### src/rtl/dma_fifo.sv
// Eight-longword DMA data FIFO between the CPU bus and the SCSI byte port.
// Longword and byte-lane access share one entry array; status flags decode from registered state.
module dma_fifo #(
    parameter int DEPTH = 8,
    parameter int PTR_W = 3
) (
    input  logic             CLK,
    input  logic             RESET,
    input  logic             FLUSH,
    input  logic [31:0]      ID,
    input  logic             LLWORD,
    input  logic             LHWORD,
    input  logic [7:0]       SD_IN,
    input  logic             BYTE_WR,
    input  logic             INCNI,
    input  logic             INCNO,
    input  logic             INCBO,
    input  logic             INCFIFO,
    input  logic             DECFIFO,
    output logic [31:0]      OD,
    output logic [7:0]       SD_OUT,
    output logic [1:0]       BO,
    output logic [PTR_W:0]   COUNT,
    output logic             FIFOEMPTY,
    output logic             FIFOFULL,
    output logic             LASTWORD,
    output logic             BOEQ3,
    output logic             OVERRUN
);
    localparam logic [PTR_W:0] FULL_CNT = (PTR_W+1)'(DEPTH);

    logic [31:0]      mem_q [DEPTH];
    logic [PTR_W-1:0] ni_q, no_q;
    logic [1:0]       bo_q;
    logic [PTR_W:0]   cnt_q, cnt_d;
    logic             ovr_q, ovr_d;
    logic [31:0]      wdata;
    logic             we;

    // Merge all write sources into entry[NI]; the byte write lands last so it owns its lane.
    always_comb begin
        wdata = mem_q[ni_q];
        if (LHWORD)  wdata[31:16] = ID[31:16];
        if (LLWORD)  wdata[15:0]  = ID[15:0];
        if (BYTE_WR) wdata[{~bo_q, 3'b000} +: 8] = SD_IN;
        we = LLWORD | LHWORD | BYTE_WR;
    end

    always_comb begin
        cnt_d = cnt_q;
        ovr_d = ovr_q;
        if (INCFIFO && !DECFIFO) begin
            if (cnt_q == FULL_CNT) ovr_d = 1'b1;
            else                   cnt_d = cnt_q + 1'b1;
        end else if (DECFIFO && !INCFIFO) begin
            if (cnt_q == '0)       ovr_d = 1'b1;
            else                   cnt_d = cnt_q - 1'b1;
        end
    end

    always_ff @(posedge CLK or posedge RESET) begin
        if (RESET) begin
            for (int i = 0; i < DEPTH; i++) mem_q[i] <= '0;
            ni_q  <= '0;
            no_q  <= '0;
            bo_q  <= '0;
            cnt_q <= '0;
            ovr_q <= 1'b0;
        end else if (FLUSH) begin
            ni_q  <= '0;
            no_q  <= '0;
            bo_q  <= '0;
            cnt_q <= '0;
            ovr_q <= 1'b0;
        end else begin
            if (we)    mem_q[ni_q] <= wdata;
            if (INCNI) ni_q <= ni_q + 1'b1;
            if (INCNO) no_q <= no_q + 1'b1;
            if (INCBO) bo_q <= bo_q + 2'd1;
            cnt_q <= cnt_d;
            ovr_q <= ovr_d;
        end
    end

    assign OD        = mem_q[no_q];
    assign SD_OUT    = OD[{~bo_q, 3'b000} +: 8];
    assign BO        = bo_q;
    assign COUNT     = cnt_q;
    assign FIFOEMPTY = (cnt_q == '0);
    assign FIFOFULL  = (cnt_q == FULL_CNT);
    assign LASTWORD  = (cnt_q == (PTR_W+1)'(1));
    assign BOEQ3     = (bo_q == 2'd3);
    assign OVERRUN   = ovr_q;
endmodule

### config.mk
export PLATFORM = sky130hd
export DESIGN_NAME = dma_fifo
export DESIGN_NICKNAME = d
export VERILOG_FILES = /design/src/rtl/dma_fifo.sv
export SDC_FILE = /design/constraint.sdc
export NUM_CORES = 1
export LEC_CHECK = 0
export ABC_AREA = 1
export BUFFER_PORTS_ARGS = -buffer_cell sky130_fd_sc_hd__buf_2
export CAP_MARGIN = 20
export CORE_MARGIN = 5
export CORE_UTILIZATION = 30
export CTS_BUF_LIST = sky130_fd_sc_hd__clkbuf_8 sky130_fd_sc_hd__clkbuf_16
export CTS_CLUSTER_DIAMETER = 50
export CTS_CLUSTER_SIZE = 20
export DETAILED_ROUTE_END_ITERATION = 12
export PLACE_DENSITY = 0.41
export SETUP_SLACK_MARGIN = 0.5
export SLEW_MARGIN = 10
export SYNTH_ARGS = -nofsm -noshare
export SYNTH_HDL_FRONTEND = slang
export SYNTH_SLANG_ARGS = --single-unit
### constraint.sdc
create_clock -name CLK -period 16.31 [get_ports CLK]
set_input_delay 4.893 -clock CLK [delete_from_list [all_inputs] [get_ports CLK]]
set_output_delay 4.893 -clock CLK [all_outputs]
set_load 0.01 [all_outputs]
### Yosys cells after proc, flatten, opt, wreduce, memory -nomap -nowiden

Cells that the tools add are included.

| operators by class | value |
|---|---|
| mux-type cells | 29 |
| shifts and indexed selects | 3 |
| equality and inequality tests | 6 |
| add/sub/neg operators | 6 |
| order comparisons | 3 |
| bitwise gates (word level) | 6 |
| reductions and logical operators | 14 |

Operators by type and width:

| operator | count |
|---|---|
| $bwmux 256 | 1 |
| $bmux 32 s3 | 2 |
| $mux 32 | 6 |
| $demux 32 s3 | 1 |
| $bwmux 32 | 1 |
| $mux 16 | 2 |
| $shift 8x7->32 const A | 1 |
| $shiftx 32x6->8 | 1 |
| $shiftx 8x7->32 | 1 |
| $mux 4 | 5 |
| $mux 3 | 4 |
| $ge 4x4->1 const B | 2 |
| $not 3->4 | 2 |
| $neg 5->7 | 1 |
| $add 3x1->3 const B | 2 |
| $ne 3x3->1 const B | 2 |
| $reduce_and 3->1 | 2 |
| $reduce_bool 2->1 | 3 |
| $reduce_bool 3->1 | 2 |
| $mux 1 | 5 |
| $add 4x1->4 const B | 1 |
| $eq 4x1->1 const B | 1 |
| $eq 4x4->1 const B | 1 |
| $logic_not 4->1 | 1 |
| 12 further kinds | 17 |

| word-level totals | value |
|---|---|
| logic and storage cells | 80 |
| bits in registers | 269 |

### Longest topological paths before layout

| logic depth | value |
|---|---|
| word-level depth | 8 |
| depth in mapped cells | 14 |
| gate-level depth less buffers | 11 |

### Least setup slack after synthesis

No wires, ideal clock.

| timing path | value |
|---|---|
| path type | register to output |
| start point | reg bo_q[0] (netlist: BO[0]) |
| end point | out SD_OUT[5] |
| cell stages (with the launch flop) | 8 |
| required time | 11417 ps |
| buffers on the path | 2 |
| arrival | 1362 ps |
| slack | 10055 ps |
| cells stage by stage | dfrtp_1 buf_2 clkinv_1 clkbuf_1 nand3_1 nand2_1 nand2_1 nand2_1 |

| between the ends | value |
|---|---|
| cells in the longest elaborated chain, start to end | 2 |

Ends and longest elaborated chain:

| what | RTL line | RTL |
|---|---|---|
| start: declaration | 34 | `logic [1:0] bo_q;` |
| start signal: assignment | 79 | `if (INCBO) bo_q <= bo_q + 2'd1;` |
| $not 2->2 | 86 | `assign SD_OUT = OD[{~bo_q, 3'b000} +: 8];` |
| $shiftx 32x6->8 | 86 |  |
| end: declaration | 21 | `output logic [7:0] SD_OUT,` |

No other way between the ends.

### Final worst setup path

| timing path | value |
|---|---|
| start point | reg no_q[0] |
| end point | out SD_OUT[2] |

| between the ends | value |
|---|---|
| cells in the longest elaborated chain, start to end | 5 |

Ends and longest elaborated chain:

| what | RTL line | RTL |
|---|---|---|
| start: declaration | 33 | `logic [PTR_W-1:0] ni_q, no_q;` |
| start signal: assignment | 78 | `if (INCNO) no_q <= no_q + 1'b1;` |
| $not 3->4 (implied by the code) | 85 | `assign OD = mem_q[no_q];` |
| $bmux 32 s3 | 85 |  |
| $mux 32 (implied by the code) (2 in a row) | 85 |  |
| $shiftx 32x6->8 | 86 |  |

No other way between the ends. The select of a mux whose other input is x is not followed.

==> flow_metrics.tcl <==
set metrics [dict create \
    core_area_um2 57700 \
    clk_latency_ps 600 \
    p_int_mw 1.75 \
    grt_start_max_net_pins 152 \
    yosys-top-cells-area "dfrtp_1 39%, nand2_1 30%, nand3_1 10%" \
    gr-total-overflow 0 \
    place_congestion 0.840 \
    peakVddDrop_v 0.0000756 \
    crit_chain "clkinv_2 -> buf_4 -> o21ai_0 -> nand3_1 -> nand3_1 -> nand2_1 -> nand2_1 -> nand2_1 -> buf_2" \
    path_common_cell "nand2_1" \
    combPwrFrac_pct 25.8 \
    cp.required_ps 11420 \
    fin_crit_ps 9150 \
    netlist_area_um2 17500 \
    ioPinCount 102 \
    reg2regPathDepth 9 \
    r2r_slack_ps 12430 \
    max_slew_margin_pct 22.9 \
    route.final.wire_length_um 82800 \
    ys_ff_latch 269 \
    dieArea_um2 63200 \
    setup.worst_path.end_class "primary output" \
    ctsResizeCount 0 \
    p_clk_share_pct 40.5 \
    wl_per_cell_um 22.9 \
    setup_viol 0 \
    track_usage_pct 25.5 \
    final_nets 2873 \
    p_leak_nw 11.1 \
    path_clk_slew_ps 50 \
    avgViaCountPerCell 5.19 \
    path_buf_inv 3 \
    vias 18800 \
    cts.hold.buffers_added 0 \
    crit_type "reg -> out" \
    die-width_um 251 \
    r2r_start "BO[0]$_DFFE_PP0P_" \
    finClkSkew_ps 13.7 \
    clockRootBuffer "clkbuf_16" \
    postCtsSetupBuffers 0 \
    numCtsBuffers 51 \
    clock-sinks 269 \
    grt_pass1_vias 17900 \
    fillerInstances 6362 \
    setup-tns-final_ps 0 \
    io_buffers 101 \
    drc 0 \
    cp-startpoint "no_q[0]$_DFFE_PP0P_" \
    cp.arrival_ps 4260 \
    drt_iter0_markers 1881 \
    diodes 0 \
    power_density_nw_per_um2 136 \
    endpoint "SD_OUT[2]" \
    avgSynthCellArea_um2 6.27 \
    syn_inst 2787 \
    die_h_um 251 \
    switching_share_pct 36.4 \
    fin_crit_sh_pct 56.1 \
    synth.largest_area_cell "dfrtp_1" \
    status "finished, final reports clean" \
    place_hpwl_um 46100 \
    hold_violations 0 \
    max-clock-path-buffers 3 \
    hp-class "reg -> reg" \
    fmax_mhz 109 \
    tritoncts "built" \
    whs_ps 494 \
    power_frac_seq_pct 33.7 \
    fp-row-count 88 \
    rsz0062_at_grt "no" \
    path_max_fanout 92 \
    finalPower_mw 2.75 \
    final_cell_mix "1379 x nand2_1, 362 x nand3_1, 276 x nor2_1" \
    ys_warn_count 0 \
    syn-num-nets 2848 \
    area_growth_pct 15.4 \
    worst_setup_path_start_kind "register" \
    dr.pass1.iters 5 \
    cap_violations 0 \
    crit_slowest_cell "dfrtp_4" \
    cp_top_family "buffers and inverters" \
    grt_pass1_wl_um 122000 \
    ys_seq_area_share_pct 38.5 \
    drive_above_1_share_pct 10.6 \
    final_common_cell "nand2_1" \
    worstMarginPinSlew_ps 1160 \
    synth_top_cell_area_share_pct 38.5 \
    timing.rr.end "mem_q[132]$_DFFE_PP0P_" \
    antenna_found_initial 2 \
    path_depth 9 \
    slowest_delay_ps 1030 \
    initial_core_util_pct 30.3 \
    netlist-cell-type-count 32 \
    cts_max_level 2 \
    power_switching_mw 1.00 \
    slew_viol_final 0 \
    antenna_left 0 \
]
## worst reg2reg max path: cells and delay by family, from the launching register on
family | cells | cell delay, ps
AOI/OAI and AO/OA | 1 | 960
DFF | 1 | 330
adders and majority gates | 1 | 320
and+or+nand+nor | 3 | 550
buffers and inverters | 4 | 1660
## per-stage QoR
| step | worst slack (ps) | area, um^2 | util (%) | instances |
|---|---|---|---|---|
| finish | 7160 | 20200 | 34.9 | 3616 |
| global route | 6910 | 20200 | 34.9 | 3616 |
| CTS | 7220 | 20200 | 34.9 | 3616 |
| detailed placement | 7870 | 18400 | 31.9 | 3524 |
| global placement | 7910 | 18300 | 31.8 | 3522 |
| floorplan | 4010 | 17500 | - | 2787 |
## cells by family (layout without fill, tap and decap cells)
| kind of cell | Yosys count | in the layout | synth area share [%] |
|---|---|---|---|
| AND/OR/NAND/NOR | 2100 | 2100 | 49.1 |
| buffers and inverters | 240 | 304 | 6.55 |
| XOR/XNOR | 5 | 5 | 0.251 |
| flip-flops | 269 | 269 | 38.5 |
| adder cells (fa/ha/maj) | 10 | 10 | 0.716 |
| AO/OA/AOI/OAI | 163 | 163 | 4.86 |
## area by class of cell
type	instances	area, um^2	share of cell area, %
multi-input combinational	2278	9590	47.6
tap	765	957	4.75
sequential	269	6750	33.5
inverter	80	317	1.57
clock buffer	58	1380	6.86
timing repair buffer	132	783	3.88
clock inverter	34	382	1.89
## sequential cells by signal (all words and copies together), names as in the netlist
register  cells
mem_q       256
COUNT         4
OVERRUN       1
BO            2
ni_q          3
no_q          3
## how the worst min path moves through the flow
| stage | from | endpoint | slack [ps] | depth (start not counted) |
|---|---|---|---|---|
| 3_3_place_gp | mem_q[77]$_DFFE_PP0P_ | mem_q[77]$_DFFE_PP0P_ | 480 | 2 |
| 4_1_cts | mem_q[19]$_DFFE_PP0P_ | mem_q[19]$_DFFE_PP0P_ | 500 | 2 |
| 2_1_floorplan | mem_q[93]$_DFFE_PP0P_ | mem_q[93]$_DFFE_PP0P_ | 470 | 2 |
| 3_5_place_dp | mem_q[201]$_DFFE_PP0P_ | mem_q[201]$_DFFE_PP0P_ | 480 | 2 |
| 6_report | mem_q[19]$_DFFE_PP0P_ | mem_q[19]$_DFFE_PP0P_ | 490 | 2 |
| 5_1_grt | mem_q[121]$_DFFE_PP0P_ | mem_q[121]$_DFFE_PP0P_ | 520 | 2 |
## cells in the mapped netlist, drive strengths merged
cell and count:
clkinv 4, nand3 362, xnor2 3, o211ai 1
xor2 2, clkbuf 54, and2 32, nor2 281
a21oi 6, dfrtp 269, nand4 2, ha 10
inv 76, buf 106, or2 1, o21ai 156
nand2 1420, nor3 2
## per-layer routing
layer,vias up,share of wire (%),global-route usage (%),wire [um]
met1,9094,46,36.6,38300
met5,-,0.031,0,26
met3,169,6.6,4.25,5460
met4,4,3.0,7.63,2510
met2,714,44,39.6,36500
li1,8801,-,-,-
## power groups by stage
stage / registers (mW) / clock network (mW) / logic (mW)
after CTS: 0.923 / 1.13 / 0.710
after floorplan: 0.889 / 0 / 0.495
final: 0.926 / 1.11 / 0.710
after global placement: 0.935 / 0 / 0.701
after global routing: 0.943 / 1.16 / 0.805
after detailed placement: 0.932 / 0 / 0.707
(Power assumes the default switching activity.)
